File: src/rtl/tt_scan_pkg.sv
// tt_scan_pkg: shared types and constants for the truth-table scanner.
// Holds the FSM state enum, vector/table widths and a popcount helper.
package tt_scan_pkg;
  localparam int VEC_W = 4;
  localparam int TABLE_W = 16;
  localparam logic [VEC_W-1:0] LAST_VEC = 4'd15;
  typedef enum logic [2:0] {IDLE, APPLY, SETTLE, SAMPLE, DONE} state_t;
  function automatic logic [4:0] popcount16(input logic [TABLE_W-1:0] x);
    logic [4:0] n;
    n = '0;
    for (int i = 0; i < TABLE_W; i++) n = n + 5'(x[i]);
    return n;
  endfunction
endpackage

File: src/rtl/tt_func_mux.sv
// tt_func_mux: selects one lab-function output from the shared bank.
// Ports: fn_in (NUM_FUNCS function outputs), sel (function index), y (selected output).
module tt_func_mux #(
  parameter int NUM_FUNCS = 8
) (
  input  logic [NUM_FUNCS-1:0] fn_in,
  input  logic [2:0]           sel,
  output logic                 y
);
  assign y = fn_in[sel];
endmodule

File: src/rtl/truth_table_scanner.sv
// truth_table_scanner: sweeps vectors 0..15 through the function bank and builds a 16-bit truth table.
// Ports: clk, reset (async, active-high), start/func_sel (scan request, function latched at start),
// fn_in (function outputs), vec_out ({A,B,C,D}), busy, done (1-cycle pulse), table_out.
// Optional TT_COMPARE_EN: adds expected_in, match, mismatch_cnt (comparison against expected table).
module truth_table_scanner
  import tt_scan_pkg::*;
#(
  parameter int SETTLE_CYCLES = 1,
  parameter int NUM_FUNCS = 8
) (
  input  logic                 clk,
  input  logic                 reset,
  input  logic                 start,
  input  logic [2:0]           func_sel,
  input  logic [NUM_FUNCS-1:0] fn_in,
  output logic [VEC_W-1:0]     vec_out,
  output logic                 busy,
  output logic                 done,
  output logic [TABLE_W-1:0]   table_out
`ifdef TT_COMPARE_EN
  ,
  input  logic [TABLE_W-1:0]   expected_in,
  output logic                 match,
  output logic [4:0]           mismatch_cnt
`endif
);
  state_t state_q, state_d;
  logic [VEC_W-1:0] vec_q, vec_d;
  logic [3:0] cnt_q, cnt_d;
  logic [2:0] fsel_q, fsel_d;
  logic [TABLE_W-1:0] table_q, table_d;
  logic fn_y;
  logic accept, last_sample;
  tt_func_mux #(.NUM_FUNCS(NUM_FUNCS)) u_mux (.fn_in(fn_in), .sel(fsel_q), .y(fn_y));
  assign accept = (state_q == IDLE) && start;
  assign last_sample = (state_q == SAMPLE) && (vec_q == LAST_VEC);
  always_comb begin
    state_d = state_q;
    vec_d = vec_q;
    cnt_d = cnt_q;
    fsel_d = fsel_q;
    table_d = table_q;
    case (state_q)
      IDLE: if (start) begin
        fsel_d = func_sel;
        table_d = '0;
        vec_d = '0;
        state_d = APPLY;
      end
      APPLY: begin
        cnt_d = '0;
        state_d = (SETTLE_CYCLES == 0) ? SAMPLE : SETTLE;
      end
      SETTLE: begin
        cnt_d = cnt_q + 4'd1;
        state_d = (cnt_q == 4'(SETTLE_CYCLES - 1)) ? SAMPLE : SETTLE;
      end
      SAMPLE: begin
        table_d[vec_q] = fn_y;
        vec_d = (vec_q == LAST_VEC) ? vec_q : vec_q + 4'd1;
        state_d = (vec_q == LAST_VEC) ? DONE : APPLY;
      end
      DONE: state_d = IDLE;
      default: state_d = IDLE;
    endcase
  end
  always_ff @(posedge clk or posedge reset) begin
    if (reset) begin
      state_q <= IDLE;
      vec_q <= '0;
      cnt_q <= '0;
      fsel_q <= '0;
      table_q <= '0;
    end else begin
      state_q <= state_d;
      vec_q <= vec_d;
      cnt_q <= cnt_d;
      fsel_q <= fsel_d;
      table_q <= table_d;
    end
  end
  assign vec_out = vec_q;
  assign busy = (state_q != IDLE) && (state_q != DONE);
  assign done = state_q == DONE;
  assign table_out = table_q;
`ifdef TT_COMPARE_EN
  logic [TABLE_W-1:0] exp_q;
  logic match_q;
  logic [4:0] mm_q;
  // Compare against the final table (including the last sample) so the result is valid alongside done.
  always_ff @(posedge clk or posedge reset) begin
    if (reset) begin
      exp_q <= '0;
      match_q <= 1'b0;
      mm_q <= '0;
    end else if (accept) begin
      exp_q <= expected_in;
      match_q <= 1'b0;
      mm_q <= '0;
    end else if (last_sample) begin
      match_q <= table_d == exp_q;
      mm_q <= popcount16(table_d ^ exp_q);
    end
  end
  assign match = match_q;
  assign mismatch_cnt = mm_q;
`else
  logic unused_cmp;
  assign unused_cmp = accept ^ last_sample;
`endif
endmodule

File: config.mk
export PLATFORM = sky130hd
export DESIGN_NAME = truth_table_scanner
export DESIGN_NICKNAME = d
export VERILOG_FILES = /design/src/rtl/tt_scan_pkg.sv /design/src/rtl/tt_func_mux.sv /design/src/rtl/truth_table_scanner.sv
export SDC_FILE = /design/constraint.sdc
export NUM_CORES = 1
export LEC_CHECK = 0
export CAP_MARGIN = 10
export CORE_MARGIN = 3
export CORE_UTILIZATION = 53
export CTS_BUF_LIST = sky130_fd_sc_hd__clkbuf_8
export DETAILED_ROUTE_END_ITERATION = 10
export PLACE_DENSITY_LB_ADDON = 0.15
export REMOVE_ABC_BUFFERS = 1
export SKIP_LAST_GASP = 1
export SLEW_MARGIN = 40
export SYNTH_ARGS = -nofsm -noshare
export SYNTH_HDL_FRONTEND = slang
export SYNTH_HIERARCHICAL = 1
export SYNTH_SLANG_ARGS = --single-unit
File: constraint.sdc
create_clock -name clk -period 2.61 [get_ports clk]
set_clock_uncertainty 0.05 [all_clocks]
set_input_delay 0.522 -clock clk [delete_from_list [all_inputs] [get_ports clk]]
set_output_delay 0.522 -clock clk [all_outputs]
set_load 0.1 [all_outputs]
==> flow_summary_export.csv <==
group,metric,value,unit
run_status,status,"completed",
floorplan,rows,20,
clock_network,cts_root_buffer,"clkbuf_8",
clock_network,cts.sinks,30,
timing,fin_crit,2.43,ns
yosys,synth_cell_types,36,
timing,fin_tns_setup,0,ns
global_routing,grt_pass1_vias,1459,
floorplan,start_util,56.4,%
place,dp_hpwl,2.80,mm
setup_path,required,2.72,ns
min_path,min_path_type,"register to register",
setup_path,path_max_fanout,11,
clock_network,cts_tree,"yes",
clock_network,worstSkewPairLatency,0.28,ns
timing,tightestPinTransition,0.476,ns
global_routing,grt_usage,22.5,%
yosys,synth_area_per_cell,9.72,um^2
final_layout,nets,233,
final_layout,nFillCells,277,
floorplan,boundaryPins,36,
final_layout,drive_gt1_share,18.7,%
timing,rsz0062_at_grt,"false",
setup_path,crit_path_end_kind,"register",
final_layout,syn2layout_area_growth,23.6,%
setup_path,crit_path_start,"fn_in[3]",
global_routing,antenna_found_initial,0,
floorplan,die_h,63.5,um
setup_path,crit_slowest_cell,"mux4_1",
timing,relSlewSlack,68.3,%
global_routing,grt_max_degree,31,
yosys,synth_top_area_share,42.9,%
place,port_buffers,35,
global_routing,overflow,0,
timing,finalWorstSetupSlack,0.183,ns
clock_network,cts_buffers,5,
route,drt-initial-drc-count,187,
setup_path,crit_type,"primary input to register",
setup_path,r2r-start,"fsel_q[0]$_DFFE_PP0P_",
job,maxCapViolCount,0,
clock_network,hold_buffers,0,
yosys,synthArstFlopShare,100,%
clock_network,cts_buffer_depth,2,
floorplan,fp.dieW,63.5,um
timing,fin_crit_sh,93.0,%
route,routed_wl,4.10,mm
timing,hold_viol,0,
clock_network,clk_pin_slew,0.06,ns
final_layout,final_util,69.7,%
yosys,ys.flop_type,"dfrtp_1",
yosys,yosysSeqAreaShare,42.9,%
setup_path,arrival,2.54,ns
timing,holdWs,0.457,ns
clock_network,cts_resized,0,
final_layout,diodes,0,
yosys,synth_area,1750,um^2
clock_network,post_cts_buffers,0,
yosys,synth_edf_count,0,
timing,maxSlewViolCount,0,
route,ant_nets,0,
place,place_ws,-0.0959,ns
floorplan,core-area,3100,um^2
yosys,post-synth-top-area-cell,"dfrtp_1",
clock_network,htree_levels,2,
setup_path,crit_chain,"clkdlybuf4s50_1, mux4_1, mux2_2, and4b_1, and3_1, a211o_1",
min_path,hold_start,"table_out[0]$_DFFE_PP0P_",
setup_path,cp_num_buf_inv,1,
yosys,yosysWarnings,6,
route,drtPass1Iterations,4,
place,routabilityCongestion,0.803,
timing,fmax,0.412,GHz
route,vias_per_cell,5.96,
route,wire_per_inst,15.9,um
global_routing,grt_pass1_wl,7.18,mm
yosys,ys_ff_latch,30,
setup_path,critPathLaunchType,"primary input",
timing,finalSetupViolations,0,
route,num_vias,1538,
floorplan,die-area,4030,um^2
yosys,syn_inst,180,
route,drc_errors,0,
setup_path,max_stage_delay,0.48,ns
yosys,synth_area_leaders,"dfrtp_1 (43%), and3_1 (6.8%), nand3_1 (6.0%)",
setup_path,cp_top_family,"multiplexers",
## area by class of cell
class / instances / area (um^2) / share of cell area [%]
multi-input combinational: 126 / 886 / 41.0
sequential: 30 / 751 / 34.7
timing repair buffer: 39 / 338 / 15.6
clock buffer: 6 / 82.6 / 3.82
tap: 44 / 55.1 / 2.55
inverter: 11 / 41.3 / 1.91
clock inverter: 2 / 8.76 / 0.405
## synthesized netlist by cell type (2+ instances only)
cell / number
o211ai_1: 4
mux2i_1: 4
a211o_1: 10
mux4_1: 2
nor2_1: 5
nand2_1: 5
o22ai_1: 3
a21oi_1: 13
clkbuf_1: 9
mux2_2: 4
inv_1: 11
nand3_1: 21
ha_1: 6
nand3b_1: 3
dfrtp_1: 30
o21ai_0: 8
buf_6: 3
nor2b_1: 3
and3_1: 19
## stage by stage
| stage | cells | instance area [um^2] |
|---|---|---|
| floorplan | 167 | 1680 |
| global placement | 250 | 2070 |
| detailed placement | 250 | 2070 |
| CTS | 258 | 2160 |
| global route | 258 | 2160 |
| finish | 258 | 2160 |
## kinds of logic after synthesis
group	after synthesis	synth area share [%]
simple gates	67	22.3
compound gates	42	15.7
flops	30	42.9
buf+inv	24	6.44
mux	10	7.87
fa+ha+maj	6	4.29
xor+xnor	1	0.501
## state kept, by name, indices dropped and copies added, names as in the netlist
signal and cells:
fsel_q 3, state_q 3, table_out 16, vec_out 4, cnt_q 4
## layout by cell type (no fill, tap or decap), types with 6 or more instances in the layout
cell / instances
dfrtp_1: 30
clkbuf_8: 6
inv_1: 12
buf_4: 25
o21ai_0: 8
clkdlybuf4s50_1: 13
a211o_1: 10
a21oi_1: 13
and3_1: 19
nand3_1: 21
ha_1: 6
## worst reg2reg max path, delay by kind of cell, from the launching register on
kind | cells | cell delay, ns
AOI/OAI and AO/OA | 1 | 0.29
DFF | 1 | 0.38
muxes | 2 | 0.84
and+or+nand+nor | 2 | 0.56
## layer usage
layer	share of wire (%)	track usage (%)	vias to the layer above
met5	0	0	-
met4	0.81	5.12	0
met3	5.7	6.24	5
met2	49	35.1	49
met1	44	31.3	759
li1	-	-	725
## worst paths after layout
path	end	slack, ns	cells past startpoint
worst max-delay path	table_out[10]$_DFFE_PP0P_	0.18	6
worst min-delay path	table_out[0]$_DFFE_PP0P_	0.46	1
worst max register to register	table_out[10]$_DFFE_PP0P_	0.37	5
worst min register to register	table_out[0]$_DFFE_PP0P_	0.46	1
max in group asynchronous	table_out[0]$_DFFE_PP0P_	1.65	3
min in group asynchronous	fsel_q[0]$_DFFE_PP0P_	0.58	3
Power is not shown: default switching activity piles up to over one toggle a cycle in this logic, so the estimate is an artifact.
==> patch (same flow settings) <==
`NUM_FUNCS` is set to 8 in 2 places; all go to 7.
--- a/src/rtl/tt_func_mux.sv
+++ b/src/rtl/tt_func_mux.sv
@@ -1,7 +1,7 @@
 // tt_func_mux: selects one lab-function output from the shared bank.
 // Ports: fn_in (NUM_FUNCS function outputs), sel (function index), y (selected output).
 module tt_func_mux #(
-  parameter int NUM_FUNCS = 8
+  parameter int NUM_FUNCS = 7
 ) (
   input  logic [NUM_FUNCS-1:0] fn_in,
   input  logic [2:0]           sel,
--- a/src/rtl/truth_table_scanner.sv
+++ b/src/rtl/truth_table_scanner.sv
@@ -6,7 +6,7 @@
   import tt_scan_pkg::*;
 #(
   parameter int SETTLE_CYCLES = 1,
-  parameter int NUM_FUNCS = 8
+  parameter int NUM_FUNCS = 7
 ) (
   input  logic                 clk,
   input  logic                 reset,
Ports: changed (resized fn_in); port bits go from 36 to 35. No check against the original RTL was run, so the function may have changed too.
==> patch against the original RTL <==
  * Cell area shrank 1.2%
  * Worst setup slack better by 0.090 ns
  * Wire length shrank 13%
  * Critical path depth is the same
  * Area after synthesis is 0.43% lower
  * Sequential cell count stayed put
  * Count of clock-buffer cells in the layout did not move
  * Critical path type unchanged
  * Critical endpoint is now table_out[8]
  * Highest routed layer unchanged
Power is left out: the tool's default activity adds up to more than one toggle a clock period on the data nets, which glitch-free logic cannot reach.
==> patch: results (changes against the original RTL) <==
[metrics] clock network contribution to total cell area: 4.27% (+0.049 points)
[metrics] multiplexer area fraction after synthesis: 6.75% (-1.1 points)
[metrics] synthesized-area fraction occupied by adder cells: 4.31% (+0.018 points)
[metrics] wire length of the first global-routing pass: 6380 um (-11%)
[metrics] data-path buffer share of cell area in the final layout: 15.0% (-0.64 points)
[metrics] post-DP HPWL: 2510 um (-10%)
[metrics] Slowest Stage Delay on Critical Path: 0.45 ns (-0.03 ns)
[metrics] Clk Tree Root Cell: sky130_fd_sc_hd__clkbuf_8
[metrics] detailed router's first-iteration violation count: 162 (-13%)
[metrics] Critical-path top delay cell: sky130_fd_sc_hd__mux4_2
[metrics] number of antenna violations at the first check in global routing: 0 (unchanged)
[metrics] Final GP Congestion: 0.782 (-2.6%)
[metrics] via count of the first global-routing pass: 1442 (-1.2%)
[metrics] Worst Path Arrival: 2.44 ns (-0.10 ns)
[metrics] multi-input combinational cell count: 128 (+1.6%)
[metrics] synth top area cells: sky130_fd_sc_hd__dfrtp_1, sky130_fd_sc_hd__and3_1, sky130_fd_sc_hd__nand3_1, sky130_fd_sc_hd__a211o_1, sky130_fd_sc_hd__ha_1
[metrics] sequential cell area fraction in the yosys report: 43.1% (+0.18 points)
[metrics] buffer count excluding the clock tree in the final layout: 37 (-5.1%)
[metrics] run status: complete, no violations
[metrics] final-stage net count: 232 (-0.43%)
[metrics] Slew @ Worst Pin: 0.469 ns (-0.00682 ns)
[metrics] total of buffers placed on input and output ports: 34 (-2.9%)
[metrics] worst hold path class: reg -> reg
[metrics] xor and xnor area share after synthesis: 0.503% (+0.0022 points)
[metrics] post-synthesis async set-or-reset flop share: 100% (unchanged)
[metrics] combinational family with the most area after synthesis: simple AND/OR/NAND/NOR gates
[metrics] critical-path maximum fanout: 10 (-1)
[metrics] total via count in the routed design: 1484 (-3.5%)
[metrics] total wire length: 3580 um (-13%)
[metrics] share of the final layout cell area in multi-input gates: 41.1% (+0.13 points)
[metrics] share of the synthesized area in compound gates (AO/OA/AOI/OAI): 16.0% (+0.35 points)
[metrics] post-placement worst setup slack: -0.0128 ns (+0.0831 ns)
[metrics] overall routing resource usage: 19.8% (-2.7 points)
patch: path summary, 6_finish.rpt:
kind / from / endpoint / slack, ns / depth (start not counted)
worst max-delay path: fn_in[2] / table_out[8] / 0.27 / 6
worst min-delay path: table_out[2] / table_out[2] / 0.45 / 1
worst max register to register: fsel_q[2] / table_out[8] / 0.46 / 5
worst min register to register: table_out[2] / table_out[2] / 0.45 / 1
max in group asynchronous: reset / fsel_q[0] / 1.66 / 3
min in group asynchronous: reset / state_q[1] / 0.57 / 3
patch: metrics by stage:
step | instances | area [um^2]
after floorplan | 169 | 1670
after global placement | 250 | 2050
after detailed placement | 250 | 2050
after CTS | 258 | 2140
after global routing | 258 | 2140
final | 258 | 2140
patch: routing by layer:
layer | vias to the layer above | track usage (%) | routed length, um
met4 | 0 | 8.36 | 59
li1 | 727 | - | -
met2 | 40 | 34.0 | 1820
met5 | - | 0 | 0
met1 | 709 | 23.8 | 1510
met3 | 8 | 4.28 | 181
patch: worst reg2reg max path, stage by stage (launching register included):
cell                      delay (ns)
sky130_fd_sc_hd__dfrtp_1        0.41
sky130_fd_sc_hd__mux4_2         0.51
sky130_fd_sc_hd__mux2_2         0.29
sky130_fd_sc_hd__and4b_1        0.31
sky130_fd_sc_hd__and3_1         0.21
sky130_fd_sc_hd__a211o_1        0.26
patch: cells by family (layout without fill, tap and decap cells):
| logic type | after synthesis | in the layout |
|---|---|---|
| compound gates | 43 | 43 |
| xor+xnor | 1 | 1 |
| fa+ha+maj | 6 | 6 |
| buf+inv | 24 | 56 |
| flops | 30 | 30 |
| mux | 10 | 10 |
| simple gates | 68 | 68 |
